`src/rtl/nes_pad_reader_pkg.sv`:
```
// Shared definitions for the NES pad reader and its downstream consumers:
// FSM state codes, button bit positions and default timing.
package nes_pad_reader_pkg;

  localparam logic [2:0] ST_IDLE   = 3'd0;
  localparam logic [2:0] ST_LATCH  = 3'd1;
  localparam logic [2:0] ST_BIT0   = 3'd2;
  localparam logic [2:0] ST_CLK_HI = 3'd3;
  localparam logic [2:0] ST_CLK_LO = 3'd4;
  localparam logic [2:0] ST_DONE   = 3'd5;

  // Bit positions in buttons/presses, matching the controller's shift order.
  localparam int BTN_A      = 7;
  localparam int BTN_B      = 6;
  localparam int BTN_SELECT = 5;
  localparam int BTN_START  = 4;
  localparam int BTN_UP     = 3;
  localparam int BTN_DOWN   = 2;
  localparam int BTN_LEFT   = 1;
  localparam int BTN_RIGHT  = 0;

  localparam int DEF_HALF_CYCLES = 600;
  localparam int DEF_POLL_CYCLES = 1666666;
  localparam int DEF_CNT_WIDTH   = 21;

endpackage

```
`src/rtl/nes_pad_reader_sync_2ff.sv`:
```
// Generic two-flop synchroniser for asynchronous single-bit inputs,
// with a parameterised value loaded during reset.
module sync_2ff #(
  parameter logic RESET_VAL = 1'b0
) (
  input  logic clk,
  input  logic reset,
  input  logic d,
  output logic q
);

  logic meta;

  always_ff @(posedge clk or negedge reset) begin
    if (!reset) begin
      meta <= RESET_VAL;
      q    <= RESET_VAL;
    end else begin
      meta <= d;
      q    <= meta;
    end
  end

endmodule

```
`src/rtl/nes_pad_reader.sv`:
```
// Polls an NES (CD4021) controller at a fixed rate, deserialises the eight
// button bits and publishes active-high state, press pulses and a valid strobe.
module nes_pad_reader
  import nes_pad_reader_pkg::*;
#(
  parameter int HALF_CYCLES = DEF_HALF_CYCLES,
  parameter int POLL_CYCLES = DEF_POLL_CYCLES,
  parameter int CNT_WIDTH   = DEF_CNT_WIDTH
) (
  input  logic       clk,
  input  logic       reset,
  input  logic       en,
  input  logic       pad_data,
  output logic       pad_latch,
  output logic       pad_clk,
  output logic [7:0] buttons,
  output logic [7:0] presses,
  output logic       valid
);

  localparam logic [CNT_WIDTH-1:0] HALF_LAST  = CNT_WIDTH'(HALF_CYCLES - 1);
  localparam logic [CNT_WIDTH-1:0] LATCH_LAST = CNT_WIDTH'(2 * HALF_CYCLES - 1);
  localparam logic [CNT_WIDTH-1:0] POLL_LAST  = CNT_WIDTH'(POLL_CYCLES - 1);

  logic                 rst_sync;
  logic                 synced_data;
  logic [2:0]           state;
  logic [CNT_WIDTH-1:0] phase_cnt;
  logic [CNT_WIDTH-1:0] poll_cnt;
  logic [2:0]           bit_idx;
  logic [7:0]           shreg;
  logic                 frame_start;
  logic                 half_done;

  // Reset asserts asynchronously but is released on a clock edge.
  sync_2ff #(.RESET_VAL(1'b0)) u_rst_sync (
    .clk   (clk),
    .reset (reset),
    .d     (1'b1),
    .q     (rst_sync)
  );

  // Idle-high line so a released controller reads as "nothing pressed".
  sync_2ff #(.RESET_VAL(1'b1)) u_data_sync (
    .clk   (clk),
    .reset (rst_sync),
    .d     (pad_data),
    .q     (synced_data)
  );

  assign pad_latch = (state == ST_LATCH);
  assign pad_clk   = (state == ST_CLK_HI);

  always_comb begin
    frame_start = (state == ST_IDLE) && en && (poll_cnt == '0);
    half_done   = (phase_cnt == HALF_LAST);
  end

  always_ff @(posedge clk or negedge rst_sync) begin
    if (!rst_sync) begin
      state     <= ST_IDLE;
      phase_cnt <= '0;
      poll_cnt  <= '0;
      bit_idx   <= 3'd0;
      shreg     <= 8'h00;
      buttons   <= 8'h00;
      presses   <= 8'h00;
      valid     <= 1'b0;
    end else begin
      presses <= 8'h00;
      valid   <= 1'b0;

      // Poll counter leaves zero only when a frame starts, then free-runs to wrap.
      if (frame_start || (poll_cnt != '0))
        poll_cnt <= (poll_cnt == POLL_LAST) ? '0 : poll_cnt + 1'b1;

      case (state)
        ST_IDLE: begin
          phase_cnt <= '0;
          if (frame_start) state <= ST_LATCH;
        end
        ST_LATCH: begin
          if (phase_cnt == LATCH_LAST) begin
            phase_cnt <= '0;
            state     <= ST_BIT0;
          end else begin
            phase_cnt <= phase_cnt + 1'b1;
          end
        end
        ST_BIT0: begin
          if (half_done) begin
            shreg[7]  <= ~synced_data;
            bit_idx   <= 3'd1;
            phase_cnt <= '0;
            state     <= ST_CLK_HI;
          end else begin
            phase_cnt <= phase_cnt + 1'b1;
          end
        end
        ST_CLK_HI: begin
          if (half_done) begin
            phase_cnt <= '0;
            state     <= ST_CLK_LO;
          end else begin
            phase_cnt <= phase_cnt + 1'b1;
          end
        end
        ST_CLK_LO: begin
          if (half_done) begin
            shreg[3'd7 - bit_idx] <= ~synced_data;
            phase_cnt             <= '0;
            if (bit_idx == 3'd7) begin
              state <= ST_DONE;
            end else begin
              bit_idx <= bit_idx + 3'd1;
              state   <= ST_CLK_HI;
            end
          end else begin
            phase_cnt <= phase_cnt + 1'b1;
          end
        end
        ST_DONE: begin
          buttons <= shreg;
          presses <= shreg & ~buttons;
          valid   <= 1'b1;
          state   <= ST_IDLE;
        end
        default: state <= ST_IDLE;
      endcase
    end
  end

endmodule
```
`config.mk`:
```
export PLATFORM = sky130hd
export DESIGN_NAME = nes_pad_reader
export DESIGN_NICKNAME = d
export VERILOG_FILES = /design/src/rtl/nes_pad_reader_pkg.sv /design/src/rtl/nes_pad_reader_sync_2ff.sv /design/src/rtl/nes_pad_reader.sv
export SDC_FILE = /design/constraint.sdc
export NUM_CORES = 1
export LEC_CHECK = 0
export BUFFER_PORTS_ARGS = -buffer_cell sky130_fd_sc_hd__buf_2
export CORE_MARGIN = 2
export CORE_UTILIZATION = 50
export CTS_BUF_LIST = sky130_fd_sc_hd__clkbuf_8
export DETAILED_ROUTE_END_ITERATION = 8
export HOLD_SLACK_MARGIN = 0.08
export PLACE_DENSITY = 0.66
export SYNTH_ARGS = -nofsm -noshare
export SYNTH_HDL_FRONTEND = slang
export SYNTH_SLANG_ARGS = --single-unit
```
`constraint.sdc`:
```
create_clock -name clk -period 4 [get_ports clk]
set_input_delay 0 -clock clk [delete_from_list [all_inputs] [get_ports clk]]
set_output_delay 0 -clock clk [all_outputs]
set_load 0.02 [all_outputs]
```
==> metrics <==
status finished clean; commonest non-fill, non-tap cells in the layout dfrtp_1 (74), nand2_1 (42), nor2_1 (25), buf_2 (22), nand3_1 (19); synthesis-to-layout area growth 10.04%; Mean Syn Cell Area 9.937 um2; placed insts 500; via count 2,940; Area after DPL 4081 um2; Final Hold Violating Endpoints 0; LEAKAGE 2.001 nW; I/O pin count 23; Setup WS post-layout 1497 ps; async set-reset flop share out of synthesis 100.0%; Row Count 32; TNS Setup 0 ps; Crit Path Max Fanout 14; hold crit path type input port to flop; Mapped Cells 395; Ys Warns 0; Mapped Area 3925 um2; largest net degree at the start of global routing 76; DR iter-0 viols 160; H-tree depth 3; Routed WL per cell 14.89 um; post-layout util 56.48%; final instance area 4319 um2; final hold slack 236.6 ps; max-cap violations 0; vias in the first global route 2,901; total power 1.661 mW; FF+latch count, synth 77; die height 92.60 um; Cell variety after synth 56; Die Span X 92.60 um; critical path arrival 2740 ps; Clock Latency Late Sink 350 ps; n_diodes 0; Worst Max-Slew Pin Slew 1116 ps; syn nets 405; pre-CTS WS 1488 ps; Setup crit start kind flop; Seq/Total Area, Yosys 49.16%; CTS Buf Count 9; Routed Antenna Nets 0; Worst setup EP type flop; commonest non-fill, non-tap cell in the layout dfrtp_1; FMAX 399.6 MHz; routability cong. 0.8378; clock sinks 77; drt pass-1 iters 4; full die area 8575 um2; TritonCTS clock tree done; Starting Density 51.33%; Setup violations, final 0; clock period minus worst slack 2503 ps; CTS Buffer Depth 2; RSZ-0062 raised after global routing no; clock skew 10.96 ps; Layout Nets 422; Post-synth EDFFs 0; Root Driver clkbuf_8; final period utilization 62.56%; via/cell ratio 5.665; Port Buf Inserts 22; WS Path Type flop to flop; clk slew on worst S/H paths 80 ps; Overall Global Routing Usage 20.01%; HPWL after DPL 5176 um; Crit path required time 4240 ps; VDD IR-drop max 324.7 uV; initial antenna violation count 0; first-pass GRT wire length 13,660 um; total global routing overflow 0; Power Density 384.7 nW/um2; final wirelength 7729 um; Cell Count, Final, Fillers Out 519; Final Slew Violations 0; core area 7647 um2; drt drc 0; Worst slew margin 24.96%; post_cts resized 0; layout cells sized above 1 14.15%; ys flop type dfrtp_1
where the power goes:
| group | internal, mW | switching [mW] | leakage [nW] | total [mW] |
|---|---|---|---|---|
| Sequential | 0.823 | 0.0755 | 0.988 | 0.898 |
| Clock | 0.311 | 0.306 | 0.101 | 0.617 |
| Combinational | 0.0724 | 0.0740 | 0.912 | 0.146 |
cells in the mapped netlist (3+ instances only):
cell type | number | share of area (%)
nor4_2 | 4 | 1.3
nor3b_1 | 4 | 0.77
nand4_1 | 9 | 1.4
xor2_1 | 8 | 1.8
inv_1 | 15 | 1.4
and4_1 | 4 | 0.89
o21ai_2 | 3 | 0.67
a211oi_1 | 4 | 0.77
a22oi_1 | 3 | 0.57
dfrtp_1 | 75 | 48
o21ai_0 | 17 | 2.2
a21boi_0 | 5 | 0.96
nand2_1 | 42 | 4.0
clkbuf_1 | 9 | 0.86
a21oi_1 | 11 | 1.4
ha_1 | 6 | 1.9
mux2i_1 | 10 | 2.6
and3_1 | 9 | 1.4
nor2b_1 | 4 | 0.64
nor3_1 | 17 | 2.2
nor2_1 | 25 | 2.4
a211o_1 | 3 | 0.67
a22o_1 | 3 | 0.67
or3_1 | 6 | 0.96
nand3_1 | 19 | 2.4
xnor2_1 | 13 | 2.9
nand2b_1 | 5 | 0.80
nor4_1 | 9 | 1.4
o22a_1 | 4 | 0.89
a21o_1 | 9 | 1.7
buf_2 | 8 | 1.0
sequential cells by signal, indices dropped and copies added (netlist names), 3 cells and up:
name,flops
phase_cnt,21
state,3
presses,8
poll_cnt,21
bit_idx,3
buttons,8
shreg,8
area by class of cell:
type	count	area (um2)
fill	680	3328
sequential	77	1933
clock inverter	6	70.07
tap	102	127.6
multi-input combinational	283	1847
clock buffer	10	137.6
timing repair buffer	26	147.6
inverter	15	56.30
timing repair:
action                    in CTS  in global routing
hold buffers                   3                  0
buffers inserted               0                  0
hold endpoints to repair       3                  0
per-layer routing:
layer | vias up | global-route usage (%) | part of all wire (%)
met5 | - | 0 | 0
li1 | 1447 | - | -
met2 | 51 | 32.30 | 48
met1 | 1431 | 27.09 | 47
met4 | 0 | 7.960 | 1.7
met3 | 11 | 3.173 | 3.1
worst max-delay path: stages, from the launching register on:
cell and delay, ps:
dfrtp_1 430, nor4_1 330, nand2_1 160, nor4_2 990, o21ai_0 230, a22o_1 270
final timing paths:
| kind | from | endpoint | slack [ps] | cells after the start |
|---|---|---|---|---|
| min in group asynchronous | u_rst_sync.q | poll_cnt[20] | 480 | 0 |
| worst max register to register | poll_cnt[7] | poll_cnt[14] | 1500 | 5 |
| max in group asynchronous | u_rst_sync.q | bit_idx[0] | 2920 | 0 |
| worst max-delay path | poll_cnt[7] | poll_cnt[14] | 1500 | 5 |
| worst min-delay path | en | state[0] | 240 | 5 |
| worst min register to register | u_rst_sync.meta | u_rst_sync.q | 350 | 0 |
logic make-up after synthesis:
group / Yosys count / synth area share (%)
other: 1 / 0.09554
DFF: 77 / 49.16
AOI/OAI and AO/OA: 72 / 13.20
muxes: 11 / 2.837
and+or+nand+nor: 172 / 24.32
buffers and inverters: 35 / 3.793
adders and majority gates: 6 / 1.913
xor gates and xnor gates: 21 / 4.686
No activity file was read; power rests on OpenSTA's default activity.
